==> config.mk <==
export PLATFORM = sky130hd
export DESIGN_NAME = hi_lo_unit
export DESIGN_NICKNAME = d
export VERILOG_FILES = /design/src/rtl/hi_lo_unit.sv
export SDC_FILE = /design/constraint.sdc
export NUM_CORES = 1
export LEC_CHECK = 0
export CAP_MARGIN = 20
export CORE_ASPECT_RATIO = 1.2
export CORE_MARGIN = 3
export CORE_UTILIZATION = 55
export CTS_CLUSTER_DIAMETER = 50
export DETAILED_ROUTE_END_ITERATION = 8
export PLACE_DENSITY = 0.78
export SKIP_CTS_REPAIR_TIMING = 1
export SLEW_MARGIN = 0
export SYNTH_ARGS = -nofsm -noshare
export SYNTH_HDL_FRONTEND = slang
export SYNTH_SLANG_ARGS = --single-unit
export TNS_END_PERCENT = 1
==> constraint.sdc <==
create_clock -name Clk -period 7 [get_ports Clk]
set_clock_uncertainty 0.2 [all_clocks]
set_input_delay 2.1 -clock Clk [delete_from_list [all_inputs] [get_ports Clk]]
set_output_delay 2.1 -clock Clk [all_outputs]
set_load 0.005 [all_outputs]
==> src/rtl/hi_lo_unit.sv <==
// hi_lo_unit: architectural HI/LO register pair plus a
// radix-2 restoring DIV/DIVU engine that stalls the pipe.
module hi_lo_unit #(
   parameter int DIV_STEPS = 32
) (
   input  logic        Clk,
   input  logic        Reset,
   input  logic        OpValid,
   input  logic [2:0]  Op,
   input  logic [31:0] ALUResult,
   input  logic [31:0] ALUResultHI,
   input  logic [31:0] RsData,
   input  logic [31:0] RtData,
   input  logic        HiLoRead,
   output logic [31:0] HI,
   output logic [31:0] LO,
   output logic        Busy,
   output logic        Stall,
   output logic        DivDone
);

   localparam int CW = $clog2(DIV_STEPS);
   localparam logic [CW-1:0] LAST = CW'(DIV_STEPS - 1);

   localparam logic [2:0] OP_WRITE = 3'b001;
   localparam logic [2:0] OP_MTHI  = 3'b010;
   localparam logic [2:0] OP_MTLO  = 3'b011;
   localparam logic [2:0] OP_DIV   = 3'b100;
   localparam logic [2:0] OP_DIVU  = 3'b101;

   typedef enum logic {
      S_IDLE,
      S_RUN
   } state_t;

   state_t        state_q, state_d;
   logic [CW-1:0] cnt_q, cnt_d;
   logic [31:0]   hi_q, hi_d;
   logic [31:0]   lo_q, lo_d;
   logic [31:0]   rem_q, rem_d;
   logic [31:0]   quo_q, quo_d;
   logic [31:0]   dvs_q, dvs_d;
   logic [31:0]   dvd_q, dvd_d;
   logic          negq_q, negq_d;
   logic          negr_q, negr_d;
   logic          dvz_q, dvz_d;
   logic          done_q, done_d;

   logic          accept;
   logic          is_div;
   logic          a_neg, b_neg;
   logic [31:0]   a_mag, b_mag;
   logic [32:0]   rem33, diff;
   logic          step_ok;
   logic [31:0]   rem_nx, quo_nx;
   logic [31:0]   q_fix, r_fix;

   assign accept = OpValid & (state_q == S_IDLE);
   assign Busy   = (state_q == S_RUN);
   assign Stall  = Busy & (OpValid | HiLoRead);
   assign HI     = hi_q;
   assign LO     = lo_q;
   assign DivDone = done_q;

   // Operand magnitudes and the single restoring step datapath
   always_comb begin
      is_div  = (Op == OP_DIV);
      a_neg   = is_div & RsData[31];
      b_neg   = is_div & RtData[31];
      a_mag   = a_neg ? (32'd0 - RsData) : RsData;
      b_mag   = b_neg ? (32'd0 - RtData) : RtData;
      rem33   = {rem_q, quo_q[31]};
      diff    = rem33 - {1'b0, dvs_q};
      step_ok = ~diff[32];
      rem_nx  = step_ok ? diff[31:0] : rem33[31:0];
      quo_nx  = {quo_q[30:0], step_ok};
      q_fix   = negq_q ? (32'd0 - quo_nx) : quo_nx;
      r_fix   = negr_q ? (32'd0 - rem_nx) : rem_nx;
   end

   // Next state for HI/LO, op acceptance and the divider FSM
   always_comb begin
      state_d = state_q;
      cnt_d   = cnt_q;
      hi_d    = hi_q;
      lo_d    = lo_q;
      rem_d   = rem_q;
      quo_d   = quo_q;
      dvs_d   = dvs_q;
      dvd_d   = dvd_q;
      negq_d  = negq_q;
      negr_d  = negr_q;
      dvz_d   = dvz_q;
      done_d  = 1'b0;
      unique case (state_q)
         S_IDLE: begin
            if (accept) begin
               case (Op)
                  OP_WRITE: begin
                     hi_d = ALUResultHI;
                     lo_d = ALUResult;
                  end
                  OP_MTHI: hi_d = RsData;
                  OP_MTLO: lo_d = RsData;
                  OP_DIV, OP_DIVU: begin
                     state_d = S_RUN;
                     cnt_d   = '0;
                     rem_d   = '0;
                     quo_d   = a_mag;
                     dvs_d   = b_mag;
                     dvd_d   = RsData;
                     negq_d  = a_neg ^ b_neg;
                     negr_d  = a_neg;
                     dvz_d   = (RtData == 32'd0);
                  end
                  default: ;
               endcase
            end
         end
         S_RUN: begin
            rem_d = rem_nx;
            quo_d = quo_nx;
            cnt_d = cnt_q + 1'b1;
            if (cnt_q == LAST) begin
               state_d = S_IDLE;
               cnt_d   = '0;
               done_d  = 1'b1;
               if (dvz_q) begin
                  lo_d = 32'hFFFF_FFFF;
                  hi_d = dvd_q;
               end else begin
                  lo_d = q_fix;
                  hi_d = r_fix;
               end
            end
         end
         default: state_d = S_IDLE;
      endcase
   end

   // State registers; reset abandons any divide in flight
   always_ff @(posedge Clk or negedge Reset) begin
      if (!Reset) begin
         state_q <= S_IDLE;
         cnt_q   <= '0;
         hi_q    <= '0;
         lo_q    <= '0;
         rem_q   <= '0;
         quo_q   <= '0;
         dvs_q   <= '0;
         dvd_q   <= '0;
         negq_q  <= 1'b0;
         negr_q  <= 1'b0;
         dvz_q   <= 1'b0;
         done_q  <= 1'b0;
      end else begin
         state_q <= state_d;
         cnt_q   <= cnt_d;
         hi_q    <= hi_d;
         lo_q    <= lo_d;
         rem_q   <= rem_d;
         quo_q   <= quo_d;
         dvs_q   <= dvs_d;
         dvd_q   <= dvd_d;
         negq_q  <= negq_d;
         negr_q  <= negr_d;
         dvz_q   <= dvz_d;
         done_q  <= done_d;
      end
   end

endmodule

==> out/results.tsv, run 1 <==
metric	value	unit
max frequency	164.3	MHz
post-synthesis mux area share	7.832	%
Seq/Total Area, Yosys	34.13	%
#FFs+latches synth	202	
Routed WL per cell	19.58	µm
Die Area	0.02894	mm²
Rel. slew slack	29.87	%
overall via count from detail_route	14110	
grt ovf	0	
max-slew violation count	0	
number of synthesized flops with an enable pin	0	
H-Tree Depth	1	
Clock Sinks	202	
Die H	185.8	µm
port buffer count	201	
Synth Instances	1837	
drc violations	0	
detailed router's first-iteration violation count	956	
Period minus WS final	6.086	ns
number of antenna violations at the first check in global routing	0	
Final #Nets	2137	
run status	finished clean	
Crit Path Class	reg -> reg	
root buffer cell	clkbuf_16	
Num CTS Buffers	25	
Startpoint Class	flip-flop	
Fill cells	2233	
GRT Total Usage	30.60	%
row cnt	65	
Syn Area/Cell	8.062	µm²
DR pass1 iterations	5	
Distinct cells, synth	73	
Largest stage delay, worst path	0.55	ns
first-pass GRT wire length	71690	µm
area fraction in compound gates after synthesis	22.31	%
initial core utilization	56.03	%
XOR/XNOR share of the synthesized area	8.102	%
antenna viol nets, final	0	
Ports	202	
Worst Tran Pin Value	1.052	ns
number of global-route vias before repair	13760	
Post-Synth Simple-Gate Area	19.61	%
final setup fails	0	
Hold Crit Class	reg -> reg	
most frequent cells in the layout	nand2_1 (338), dfrtp_1 (201), clkdlybuf4s50_1 (200), o21ai_0 (199), a21oi_1 (127)	
area grow syn2layout	20.41	%
Synth Flop Type	dfrtp_1	
top-area cell type share of the netlist area	34.13	%
Slowest-stage cell, CP	o21a_1	
ys async rst share	100.0	%
Power Total	9.055	mW
largest family of logic cells by synthesized area	compound AO/OA/AOI/OAI gates	
share of layout cells above drive strength 1	6.206	%
CP required	7.19	ns
critical-path cell list	ha_1, a21oi_1, o21ai_0, o21ai_1, a2111oi_4, o21a_1, nor2_4, inv_2, buf_4, nor2_1, a21oi_1, ha_1, nor4b_1, a41oi_1, o41ai_1, xnor2_1, a221oi_1, o21ai_0	
mapped cell area	0.01481	mm²
Max-cap violations	0	
Clock Path Buffers	3	
Worst Path Arrival	6.28	ns
Leak Pwr	7.465	nW
Placed Instances	2271	
most common cell after layout, fill and taps aside	nand2_1	
Crit Path Max Fanout	29	
period utilisation layout	86.95	%
Final Non-Filler Cells	2317	
area share of fa/ha/maj cells after synthesis	3.346	%
final wirelength	45380	µm
routability cong.	0.9130	
Setup Total Neg Slack	0	ns
RSZ-0062 raised after global routing	false	
Chip Width	155.8	µm
post-synth top area cell	dfrtp_1	
CTS clk-pin slew, worst paths	0.06	ns
Worst-Skew Late Latency	0.54	ns
maximum vdd drop	0.2494	mV
crit end category	flip-flop	
largest net degree at the start of global routing	118	
Core ar.	0.02643	mm²
CTS tree	done	
Detailed Place HPWL	33940	µm
Ys Warns	0	
synthesized net count	2011	
vias per cell	6.091	
final hold violations	0	
diode count	0	
pwr dens	507.8	mW/mm²
largest cells by area after synthesis	dfrtp_1 (34%), nand2_1 (8.6%), o21ai_0 (6.7%), mux2i_1 (5.5%), xnor2_1 (4.7%)	
final cells by class:
class / count / area [µm²] / share of cell area (%)
well taps: 335 / 419.2 / 2.351
inverters: 52 / 195.2 / 1.095
clock buffers: 33 / 685.7 / 3.845
multi-input cells: 1460 / 9096 / 51.01
flip-flops and latches: 202 / 5059 / 28.37
clock inverters: 13 / 191.4 / 1.074
repair buffers: 222 / 2186 / 12.26
worst max-delay path, delay by kind of cell (launching register included):
| family | cells | cell delay (ns) |
|---|---|---|
| XOR/XNOR | 1 | 0.11 |
| AND/OR/NAND/NOR | 3 | 0.56 |
| flip-flops | 1 | 0.42 |
| adder cells (fa/ha/maj) | 2 | 0.73 |
| buffers and inverters | 2 | 0.47 |
| AO/OA/AOI/OAI | 10 | 3.45 |
worst paths after layout:
path | slack [ns] | start | cells past startpoint | endpoint
min | 0.27 | HI[3]$_DFFE_PN0P_ | 2 | HI[3]$_DFFE_PN0P_
max in group asynchronous | 4.09 | Reset | 2 | dvz_q$_DFFE_PN0P_
max reg2reg | 0.91 | rem_q[4]$_DFFE_PN0P_ | 18 | HI[20]$_DFFE_PN0P_
min in group asynchronous | 1.38 | Reset | 1 | LO[6]$_DFFE_PN0P_
min reg2reg | 0.27 | HI[3]$_DFFE_PN0P_ | 2 | HI[3]$_DFFE_PN0P_
max | 0.91 | rem_q[4]$_DFFE_PN0P_ | 18 | HI[20]$_DFFE_PN0P_
where the power goes:
group          switching, mW  internal, mW
logic                   3.17          2.30
registers              0.494          1.71
clock network          0.539         0.844
total                   4.21          4.85
cells by family (layout without fill, tap and decap cells):
family / Yosys count / in the layout
flops: 202 / 202
compound gates: 540 / 540
buf+inv: 175 / 320
xor+xnor: 137 / 137
fa+ha+maj: 39 / 39
simple gates: 632 / 632
mux: 112 / 112
cell usage after synthesis, drive strengths merged, types with 4 or more instances:
cell     number
nand4        11
buf          34
nor3         28
o22ai        33
and3b         4
o41ai        13
or3          20
a21boi        6
a21o         13
nor4          9
a21oi       129
o31ai        32
nand3        18
dfrtp       202
xor2         58
ha           38
nor3b         6
o21bai        6
nand3b       15
o21ai       204
a221oi        4
nand2b       13
or2           7
nor4b         4
a31oi        10
a211oi       19
inv          52
o221ai        9
nor2        104
o21a         14
clkbuf       89
or4          19
xnor2        79
mux2i        81
and2         13
nor2b        12
and3          6
a2111oi       4
mux2         31
o211ai       17
nand2       338
sequential cells by signal, indices dropped and copies added (netlist names), 5 cells and up:
signal,cells
dvs_q,32
dvd_q,32
rem_q,32
LO,32
quo_q,32
cnt_q,5
HI,32
stage by stage:
step / hold WS, ns / setup slack (ns) / instance area (µm²) / utilization [%]
global route: 0.2982 / 0.5364 / 17830 / 67.47
CTS: 0.2786 / 0.9665 / 17830 / 67.47
floorplan: 0.2370 / 1.906 / 14810 / -
detailed placement: 0.2624 / 0.9985 / 16960 / 64.15
finish: 0.2737 / 0.9138 / 17830 / 67.47
global placement: 0.2540 / 1.185 / 16960 / 64.15
metal layers:
layer	vias to the layer above	GRT usage, %	part of all wire [%]
li1	6778	-	-
met4	0	12.37	4.0
met3	110	4.116	6.2
met5	-	0	0
met1	6702	39.14	41
met2	524	52.46	48
Power figures use the tool's default switching activity.
==> inputs of run 2 (changes only) <==
- CAP_MARGIN: 20 -> not set
==> results of run 2 <==
No change in the layout: final DEF, timing and power equal those of run 1.
